<file path="src/rtl/btn_chord_cond.sv">
// Pushbutton conditioner: per-key synchronizer and debouncer, followed by a chord
// collector that emits one registered code pulse per press-release group.
module btn_chord_cond #(
  parameter int unsigned DEBOUNCE_CYCLES = 1_000_000,
  parameter int unsigned CHORD_CYCLES    = 5_000_000
) (
  input  logic       clk,
  input  logic       rst,
  input  logic [3:0] key_n,
  output logic [3:0] btn,
  output logic       key_held,
  output logic       busy
);

  localparam int unsigned NK = 4;
  localparam int unsigned DW = $clog2(DEBOUNCE_CYCLES);
  localparam int unsigned CW = $clog2(CHORD_CYCLES);
  localparam logic [DW-1:0] DEB_LAST = DW'(DEBOUNCE_CYCLES - 1);
  localparam logic [CW-1:0] WIN_LAST = CW'(CHORD_CYCLES - 1);

  typedef enum logic [3:0] {
    IDLE     = 4'b0001,
    COLLECT  = 4'b0010,
    EMIT     = 4'b0100,
    WAIT_REL = 4'b1000
  } state_t;

  // Synchronizer flops hold the active-high level so that 0 means released.
  logic [NK-1:0] sync1;
  logic [NK-1:0] raw;
  logic [NK-1:0] deb;
  logic [DW-1:0] cnt [NK];

  state_t        state;
  state_t        state_n;
  logic [NK-1:0] acc;
  logic [NK-1:0] acc_n;
  logic [NK-1:0] btn_n;
  logic [CW-1:0] win;
  logic [CW-1:0] win_n;

  // Synchronize and debounce each key independently.
  always_ff @(posedge clk) begin
    if (rst) begin
      sync1 <= '0;
      raw   <= '0;
      deb   <= '0;
      for (int i = 0; i < NK; i++) begin
        cnt[i] <= '0;
      end
    end else begin
      sync1 <= ~key_n;
      raw   <= sync1;
      for (int i = 0; i < NK; i++) begin
        if (raw[i] != deb[i]) begin
          if (cnt[i] == DEB_LAST) begin
            deb[i] <= raw[i];
            cnt[i] <= '0;
          end else begin
            cnt[i] <= cnt[i] + DW'(1);
          end
        end else begin
          cnt[i] <= '0;
        end
      end
    end
  end

  // Chord state, accumulator, window counter and registered outputs.
  always_ff @(posedge clk) begin
    if (rst) begin
      state    <= IDLE;
      acc      <= '0;
      win      <= '0;
      btn      <= '0;
      key_held <= 1'b0;
      busy     <= 1'b0;
    end else begin
      state    <= state_n;
      acc      <= acc_n;
      win      <= win_n;
      btn      <= btn_n;
      key_held <= |deb;
      busy     <= (state_n != IDLE);
    end
  end

  // Next-state logic; btn_n is loaded only on the transition into EMIT.
  always_comb begin
    state_n = state;
    acc_n   = acc;
    win_n   = win;
    btn_n   = '0;
    unique case (state)
      IDLE: begin
        if (|deb) begin
          state_n = COLLECT;
          acc_n   = deb;
          win_n   = '0;
        end
      end
      COLLECT: begin
        acc_n = acc | deb;
        if (win == WIN_LAST) begin
          state_n = EMIT;
          win_n   = '0;
          btn_n   = acc | deb;
        end else begin
          win_n = win + CW'(1);
        end
      end
      EMIT: begin
        state_n = WAIT_REL;
      end
      WAIT_REL: begin
        if (deb == '0) begin
          state_n = IDLE;
        end
      end
      default: begin
        state_n = IDLE;
      end
    endcase
  end

endmodule

</file>
<file path="config.mk">
export PLATFORM = sky130hd
export DESIGN_NAME = btn_chord_cond
export DESIGN_NICKNAME = d
export VERILOG_FILES = /design/src/rtl/btn_chord_cond.sv
export SDC_FILE = /design/constraint.sdc
export NUM_CORES = 1
export LEC_CHECK = 0
export ABC_CLOCK_PERIOD_IN_PS = 2400
export BUFFER_PORTS_ARGS = -buffer_cell sky130_fd_sc_hd__clkbuf_2
export CAP_MARGIN = 20
export CORE_MARGIN = 2
export CORE_UTILIZATION = 60
export CTS_BUF_LIST = sky130_fd_sc_hd__clkbuf_4 sky130_fd_sc_hd__clkbuf_8
export CTS_CLUSTER_DIAMETER = 200
export CTS_CLUSTER_SIZE = 25
export DETAILED_ROUTE_END_ITERATION = 12
export PLACE_DENSITY = 0.81
export SETUP_SLACK_MARGIN = 0.5
export SYNTH_ARGS = -nofsm -noshare
export SYNTH_HDL_FRONTEND = slang
export SYNTH_SLANG_ARGS = --single-unit
</file>
<file path="constraint.sdc">
create_clock -name clk -period 2.4 [get_ports clk]
set_input_delay 0.48 -clock clk [delete_from_list [all_inputs] [get_ports clk]]
set_output_delay 0.48 -clock clk [all_outputs]
set_load 0.03 [all_outputs]
</file>
After elaboration in Yosys (flattened, before gate mapping)
Memory sizes are Yosys's and may differ from the RTL's.
Index checks and enable logic that the tools add are counted.
Storage, ports and cells
  register bits: 49
  latch bits: 0
  output and inout bits: 6
  bits in read-only memories: 0
  RAM bits: 80
  input port bits: 6
  memories: 1
  logic and storage cells: 125
Memory list
  cnt: words 4, bits a word 20, read ports 4, clocked after memory_dff 0, write ports 4, line 32  | logic [DW-1:0] cnt [NK];
Operators by class
  bitwise operators: 16
  divide/modulo/power cells: 0
  equality and inequality tests: 15
  add/sub/neg operators: 5
  multiplexer cells: 67
  multiply operators: 0
  reduce and logical (&&, ||, !) cells: 9
  shift operators: 0
  order comparisons: 0
Operators with widths (count)
  $mux 20: 12
  $add 20x1->20 const B: 4
  $eq 20x20->1 const B: 4
  $mux 1: 46
  $mux 23: 2
  $pmux 23 s2: 1
  $add 23x1->23 const B: 1
  $eq 23x23->1 const B: 1
  $mux 4: 4
  $pmux 4 s4: 1
  $or 1x1->1: 12
  $reduce_and 2->1: 5
  $pmux 4 s2: 1
  $eq 4x1->1 const B: 1
  $eq 4x2->1 const B: 1
  $eq 4x3->1 const B: 1
  $eq 4x4->1 const B: 1
  $logic_not 4->1: 1
  $ne 1x1->1: 4
  $ne 4x1->1 const B: 1
  $not 4->4: 1
  $or 4x4->4: 1
  $reduce_or 4->1: 1
  $reduce_or 3->1: 1
  3 further kinds: 4

Logic depth before layout (Yosys ltp)
Gate-level depths: netlist (run 1).
  word-level depth: 8
  gate-level depth with buffers: 8
  mapped depth without buffers: 6

Least setup slack after synthesis (run 1)
OpenSTA, ideal clock, no wires.
  path kind: flip-flop to flip-flop
  start: memory cnt[2][0] in the netlist's numbering
  end: memory cnt[2][13] in the netlist's numbering (data pin)
  path slack: 0.400 ns
  path buffers: 2
  period minus slack after synthesis: 2.000 ns
  arrival: 1.745 ns
  cell stages (with the launch flop): 8
  cell sequence: edfxtp_1 -> ha_1 -> nand3_1 -> or4_1 -> nand2b_1 -> buf_4 -> buf_4 -> nor2_1
RTL lines (line)
  start, declared: 32

Worst setup path in the final report (run 1)
  start: register win[6]
  end: register win[6]
Between the ends
  longest elaborated chain between the ends: 3
Ends and longest elaborated chain
  start, declared: line 39  | logic [CW-1:0] win;
  start signal, assigned: line 81  | win <= win_n;
  $add 23x1->23 or $eq 23x23->1 (tied branches): line 109, 104
  $mux 23 *: line 104  | if (win == WIN_LAST) begin
  $pmux 23 s2 *: line 94  | unique case (state)
Every way passes the cells marked *; elsewhere a longest branch is shown, timed or not.
A chain may end at the register's enable or synchronous reset.

==> results.md, run 1 <==
- The launch point of the worst reg-to-reg path is win[6].
- Setup violations remaining at the end of the flow were counted as 0.
- The maximum clock frequency is around 500 MHz.
- The met2 usage in global routing is 0.385.
- For this run, the total global-route usage over all layers was measured as 0.228.
- Setup repair after global routing could not meet its margin everywhere.
- For the worst setup path, the data arrival time is 2.30 ns.
- The proportion of synthesized flip-flops having asynchronous set or reset is 0.
- The violation count after the first detailed-routing iteration is between 400 and 500.
- The path category of the worst min-delay check is input port to register.
- The flow ran to the end, and the final reports show no timing, DRC or antenna violations.
- The commonest non-fill, non-tap cell in the layout is sky130_fd_sc_hd__nor2_1.
- The transition at the pin with the smallest max-transition slack is around 0.65 ns.
- The synthesized netlist cell count is between 600 and 700.
- The number of maximum-capacitance violations is 0.
- In the global route stage, met1 resource usage came out at 0.274.
- In the final timing run, aggregate negative setup slack is 0 ns.
- The first-pass GRT wire length is roughly 21,000 µm.
- The endpoint of the worst register-to-register path is win[6].
- The fraction of layout instances using a drive strength above 1 is 0.175.
- The clock input transition at the sequential cells of the worst setup and hold paths is 0.08 ns.
- The critical path is of the register to register type.
- The count of unique library cells instantiated by Yosys is 55.
- The time the worst path needs with I/O delays and setup is roughly 2 ns.
- The clock net sink count is 129.
- The row count is 38.
- Summed over all nets, the half-perimeter wirelength after detailed placement is 8440 µm.
- Detailed routing inserted a total of approximately 5.2k vias.
- The total number of yosys warnings is 0.
- After detailed routing, the average wire length per cell comes to around 15 µm.
- The hold path startpoint is key_n[0].
- Once layout is done, the placed cells without fillers occupy 7900 µm².
- Pin placement for this block handled 12 I/O pins.
- In the synthesized netlist the dominant register cell turns out to be sky130_fd_sc_hd__edfxtp_1.
- The worst setup path is captured at a register.
- The number of antenna violations at the first check in global routing is 0.
- The area of the core region is between 10,000 and 15,000 µm².
- The width of the die is roughly 110 µm.
- The number of global-route vias before repair is 4,752.
- The number of pins exceeding their max-slew limit in the final report is 0.
- Of the available clock period, the critical path in the final layout requires 0.832.
- In this run, CTS created clock tree buffers numbering 17.
- Clock tree synthesis selected as its root buffer the cell sky130_fd_sc_hd__clkbuf_8.
- In the global route stage, met3 resource usage came out at 0.0651.
- The static leakage power is ~2.9 nW.
- Of the synthesized area, sequential elements account for 0.520.
- The cell area after synthesis is approximately 6500 µm².
- The end point of the worst hold path is sync1[0].
- In the layout the commonest cells are 126 x sky130_fd_sc_hd__nor2_1, 80 x sky130_fd_sc_hd__edfxtp_1, 80 x sky130_fd_sc_hd__conb_1.
- The die height is 108 µm.
- The total wirelength of the detailed-routed design is 13,700 µm.
- The maximum buffer depth of the clock tree is 2.
- The highest-utilization routing layer at the global route stage is met2.
- The area growth from synthesis to layout is 21.5%.
- The final-report hold violation count is 0.
- The number of remaining DRC errors is 0.
- The worst hold path passes through 2 cells.
- The worst reg-to-reg path cell count is 6.
- After detailed routing, the number of vias per cell comes to around 5.6.
- At the later pin of the worst-skew pair, clock insertion delay measures approximately 0.44 ns.
- The clock tree synthesis step divided the H-tree into 4 levels.
- The required time of the critical path is about 2.7 ns.
- The number of antenna repair diodes is 0.
- The remaining global-route overflow is 0.
- TritonCTS built the clock tree.
- The first TritonRoute pass finished after 5 iterations.
- A synthesized cell averages approximately 10 µm².
- For this configuration, the core starts out at a cell density of 0.608.
- In this run the remaining antenna-violating nets after routing total 0.
- The die covers roughly 12,000 µm².
- The number of flops mapped to enable cells by yosys is 80.
- In this run the worst path has a maximum fanout of 34.
- Power spread over the standard cell area amounts to 585 nW/µm².
- The number of buffer cells added on primary ports is 11.
- In the final design database the tool counted just under 800 nets.
- The register-to-register setup slack is around 0.40 ns.
- The peak supply drop is 0.000621 V.
- The maximum clock skew at final layout is roughly 0.017 ns.
- The final weighted congestion in routability-driven placement is between 0.8 and 0.9.
- Entering global routing, the biggest net connects 35 pins.
- Headroom to the max-slew limit came out at 0.560.
- STA classifies the critical path startpoint as a register.
- The final core area utilization is 0.738.
- The placed instances occupy a cell area of between 7000 and 8000 µm².
- The register bit total from synthesis is between 100 and 150.
-- logic make-up (layout without fill, tap and decap cells) --
| family | Yosys count | count (layout) | synth area share |
|---|---|---|---|
| fa+ha+maj | 5 | 5 | 0.00962 |
| flops | 129 | 129 | 0.520 |
| simple gates | 342 | 343 | 0.271 |
| other cells | 1 | 80 | 0.000577 |
| mux | 7 | 7 | 0.0108 |
| buf+inv | 38 | 101 | 0.0281 |
| compound gates | 51 | 51 | 0.0518 |
| xor+xnor | 80 | 80 | 0.108 |
-- cell type report --
type                    count  area [µm²]
fillers                   739        2800
well taps                 140         175
clock inverters             6         106
clock buffers              26         314
repair buffers             52         398
flip-flops and latches    129        3400
multi-input cells         566        3440
inverters                  17        63.8
-- Yosys cell counts, drive strengths merged (6+ instances only) --
master / instances / share of area
o21ai: 8 / 0.0062
and4: 6 / 0.0081
and3: 12 / 0.012
nand4: 29 / 0.028
nand3: 55 / 0.042
dfxtp: 49 / 0.15
a21oi: 14 / 0.013
xnor2: 35 / 0.047
edfxtp: 80 / 0.37
inv: 17 / 0.0098
a31oi: 11 / 0.011
xor2: 45 / 0.061
nor2: 131 / 0.076
nand2: 37 / 0.021
nor3: 16 / 0.013
clkbuf: 11 / 0.0064
nor4b: 6 / 0.013
mux2i: 7 / 0.011
nor4: 16 / 0.020
buf: 10 / 0.012
nor2b: 6 / 0.0058
-- how the worst max path moves through the flow --
stage	startpoint	endpoint	slack, ns
6_report	win[6]	win[6]	0.40
5_1_grt	win[6]	win[6]	0.38
4_1_cts	win[2]	win[21]	0.46
3_5_place_dp	cnt[3][6]	cnt[3][13]	0.40
3_3_place_gp	cnt[2][0]	cnt[2][4]	0.45
2_1_floorplan	cnt[2][0]	cnt[2][12]	0.52
-- per-layer routing --
layer,up-vias,part of all wire
met2,157,0.52
met3,35,0.044
li1,2535,-
met5,-,0
met1,2484,0.42
met4,0,0.019
-- where the power goes --
part	internal, W	switching, W
Combinational	0.0000794	0.000103
Clock	0.00116	0.000797
Sequential	0.00241	0.0000666
-- state kept, by name, summed over array words and instances (netlist names) --
register and cells:
busy 1, win 23, state 4, deb 4, acc 4, sync1 4
cnt 80, key_held 1, raw 4, btn 4
-- stage by stage --
step	setup WS, ns	hold slack, ns	total power (W)	std cells
6_report	0.403	0.190	0.00462	936
5_1_grt	0.378	0.162	0.00478	936
4_1_cts	0.461	0.162	0.00463	915
3_5_place_dp	0.400	0.433	0.00267	873
3_3_place_gp	0.452	0.421	0.00266	873
2_1_floorplan	0.518	0.414	0.00263	732
-- critical path: stages (launching register included) --
cell and delay [ns]:
sky130_fd_sc_hd__dfxtp_1 0.40, sky130_fd_sc_hd__or3_4 0.43, sky130_fd_sc_hd__nor4_4 0.40, sky130_fd_sc_hd__a21oi_2 0.13
sky130_fd_sc_hd__buf_12 0.18, sky130_fd_sc_hd__a41oi_2 0.21, sky130_fd_sc_hd__a31oi_1 0.08
-- what timing repair did --
action,CTS,global route
hold buffers,0,0
buffers inserted,10,19
resized for setup,18,34
cloned,0,2
pin swaps,3,11
endpoints found under the setup margin,99,102
Power figures use the tool's default switching activity.
==> run 2: changes to the inputs <==
Settings changed: ABC_CLOCK_PERIOD_IN_PS 2400 to 1800, CORE_UTILIZATION 60 to 59, PLACE_DENSITY 0.81 to 0.83.
Clock period 2.4 ns to 1.8 ns, I/O delays scaled along.
==> run 2 against run 1 <==
  * The run now ends with negative setup slack left
  * Sequential power rose by 34%
  * Worst setup slack worse by 0.79 ns
  * Highest routed layer unchanged
  * Global-route usage rose by 12 points
  * Count of clock-buffer cells in the layout fell by 5
  * Utilization increased by 17 points
  * Critical path depth decreased by 1
  * First-iteration DRC count increased to 2.9 times the previous value
  * Total power rose by 39%
  * Clock skew grew 0.0027 ns
  * Wire length rose by 99%
==> results.md, run 2 (synthesis results as in run 1) <==
- The number of hold-repair buffers added at the cts stage is 0 (unchanged).
- The number of global-route vias before repair is 6,340 (+33%).
- The effective utilization at floorplan is 0.602 (-0.00535).
- Compared with the post-synthesis result, the final layout area differs by 51.1%.
- On the critical path, the stage with the largest delay is an instance of sky130_fd_sc_hd__or3b_2.
- The maximum buffer depth of the clock tree is 2 (unchanged).
- The number of flip-flops under the largest register name is 80 (unchanged).
- The worst setup path is launched from a register.
- The time the worst path needs with I/O delays and setup is 2.19 ns (+0.192 ns).
- The remaining global-route overflow is 0 (unchanged).
- The signal on the critical path passes through nand3_1 -> nor2_1 -> nand4_1 -> or3b_2 -> mux2i_1.
- The clock group share of total power is 0.403 (-0.021).
- The internal cell power is 0.00474 W (+30%).
- The number of I/O pins is 12 (unchanged).
- The total power density per cell area is 654 nW/µm² (+12%).
- The peak supply drop is 0.000819 V (+32%).
- The number of non-filler instances in the completed layout was 1,054 (+13%).
- The required time of the critical path is 2.20 ns (-0.50 ns).
- The net switching power came to 0.00169 W (+75%).
- The static leakage power is 3.73 nW (+31%).
- The maximum clock frequency came to 457 MHz (-8.8%).
- The row count was 38 (unchanged).
- The largest registers in the layout are cnt (80), win (23).
- The area of the core region came to 10,800 µm² (+0.89%).
- The commonest non-fill, non-tap cell in the layout is sky130_fd_sc_hd__buf_4.
- The switching power share of the total was 0.263 (+0.0535).
- The maximum clock skew at final layout is 0.0196 ns (+0.00272 ns).
- Ranked by flip-flop count, first place goes to cnt.
- The final setup slack of the worst path is -0.389 ns (-0.792 ns).
- The final weighted congestion in routability-driven placement came to 0.929 (+9.0%).
- The number of detailed-routing iterations run before antenna repair is 9 (+4).
- The clock net sink count is 129 (unchanged).
- The clock insertion delay at the later pin of the skew report is 0.47 ns (+0.03 ns).
- The total placed cells including tap cells is 947 (+8.5%).
- The final-report hold violation count is 0 (unchanged).
- The maximum level of the CTS H-tree came to 4 (unchanged).
- The fraction of layout instances using a drive strength above 1 came to 0.419 (+0.245).
- The width of the die is 109 µm (+0.81%).
- The buffer and inverter count on the worst path was 0 (-1).
- The CTS tree is done.
- The worst setup path is captured at a register.
- The HPWL after detailed placement was 9790 µm (+16%).
- The full die area was 11,900 µm² (+1.6%).
- Setup repair after global routing could not meet its margin everywhere.
- The total clock buffers created by CTS is 17 (unchanged).
- The headroom to the max-slew limit is 0.628 (+0.0679).
- The die height is 109 µm (+0.81%).
- The number of maximum-capacitance violations was 0 (unchanged).
- The arrival time reported for the critical path endpoint is 2.59 ns (+0.29 ns).
- The final total power is 0.00643 W (+39%).
- The remaining antenna violation count was 0 (unchanged).
- The pin count of the biggest net entering global routing came to 30 (-14%).
- The detail-routed via count per cell is 6.68 (+20%).
- The run finished, with violations left.
- In the layout the commonest cells are 130 x sky130_fd_sc_hd__buf_4, 80 x sky130_fd_sc_hd__edfxtp_1, 80 x sky130_fd_sc_hd__conb_1.
- The detailed-route wire length per cell was 25.9 µm (+77%).
- The final layout net count was 911 (+15%).
- The global router's overall resource usage came to 0.350 (+0.122).
- The aggregate negative setup slack is -13.00 ns (-13.00 ns).
- The final reports fail on negative setup slack.
- The worst hold slack after final layout was 0.0554 ns (-0.134 ns).
- CTS placed an instance of sky130_fd_sc_hd__clkbuf_8 at the clock tree root.
- The violation count after the first detailed-routing iteration is 1,380 (+190%).
- The proportion of power drawn by combinational gates is 0.080 (+0.041).
- The transition at the pin with the smallest max-transition slack is 0.553 ns (-0.101 ns).
- The period utilization is 1.22 (+0.384).
- The total number of vias is 7,041 (+35%).
- The largest driver fanout on the critical path came to 4 (-88%).
- The clock input transition at the sequential cells of the worst setup and hold paths is 0.09 ns (about the same).
- The first-pass GRT wire length is 31,400 µm (+49%).
- The number of pins exceeding their max-slew limit in the final report was 0 (unchanged).
- The number of antenna violations at the first check in global routing is 3 (+3).
- Broken down by cell family, the worst path's largest delay share belongs to simple AND/OR/NAND/NOR gates.
- The total wirelength of the detailed-routed design came to 27,300 µm (+99%).
- The final setup violation count is 98 (+98).
- The number of remaining DRC errors came to 0 (unchanged).
- The setup path with the least slack is of type register to register.
- The biggest cell delay along the critical path is 0.61 ns (+0.18 ns).
- The path category of the worst min-delay check is input port to register.
- The part of the power in registers is 0.517 (-0.020).
- The number of buffer cells added on primary ports was 11 (unchanged).
[run 2: cell types whose count changed in the layout (fill, tap and decap cells not counted), moves of 12 or more]
cell	previous run	this run
sky130_fd_sc_hd__buf_4	35	130
sky130_fd_sc_hd__xor2_1	45	33
sky130_fd_sc_hd__nand3_1	51	39
sky130_fd_sc_hd__nor2_2	5	22
sky130_fd_sc_hd__nor2_4	0	35
sky130_fd_sc_hd__xor2_2	0	12
sky130_fd_sc_hd__nor2_1	126	74
[run 2: worst paths after layout]
check | from | to | slack [ns] | cells past startpoint
max | win[13] | win[18] | -0.39 | 5
min | key_n[1] | sync1[1] | 0.06 | 2
max reg2reg | win[13] | win[18] | -0.39 | 5
min reg2reg | sync1[2] | raw[2] | 0.48 | 1
[run 2: per-stage QoR]
stage	util	worst slack, ns	cell area (µm²)
after floorplan	-	-0.0198	7170
after global placement	0.732	0.00102	7900
after detailed placement	0.732	-0.0837	7900
after CTS	0.854	-0.0344	9210
after global routing	0.910	-0.370	9820
final	0.910	-0.389	9820
[run 2: area by class of cell]
| type | count | area, µm² |
|---|---|---|
| clock buffer | 21 | 270 |
| sequential | 129 | 3400 |
| antenna | 1 | 2.50 |
| inverter | 17 | 63.8 |
| multi-input combinational | 568 | 4260 |
| tap | 140 | 175 |
| timing repair buffer | 167 | 1540 |
| fill | 362 | 971 |
| clock inverter | 11 | 111 |
[run 2: power groups by stage]
stage / Combinational, W / Sequential [W] / Clock, W
4_1_cts: 0.000384 / 0.00329 / 0.00245
3_3_place_gp: 0.000262 / 0.00335 / 0
3_5_place_dp: 0.000271 / 0.00336 / 0
6_report: 0.000514 / 0.00332 / 0.00259
5_1_grt: 0.000530 / 0.00333 / 0.00268
2_1_floorplan: 0.000171 / 0.00336 / 0
[run 2: what timing repair did]
item	CTS	global route
endpoints found under the setup margin	124	125
pin swaps	42	46
gates resized for setup	118	94
buffers inserted	49	16
gates cloned	7	2
endpoints found under the hold margin	0	0
[run 2: layer usage]
metal | GRT usage | routed length, µm | vias up
met5 | 0 | 0 | -
met3 | 0.0885 | 2930 | 275
met4 | 0.218 | 2700 | 0
met1 | 0.396 | 8940 | 3309
met2 | 0.589 | 12700 | 705
li1 | - | - | 2752
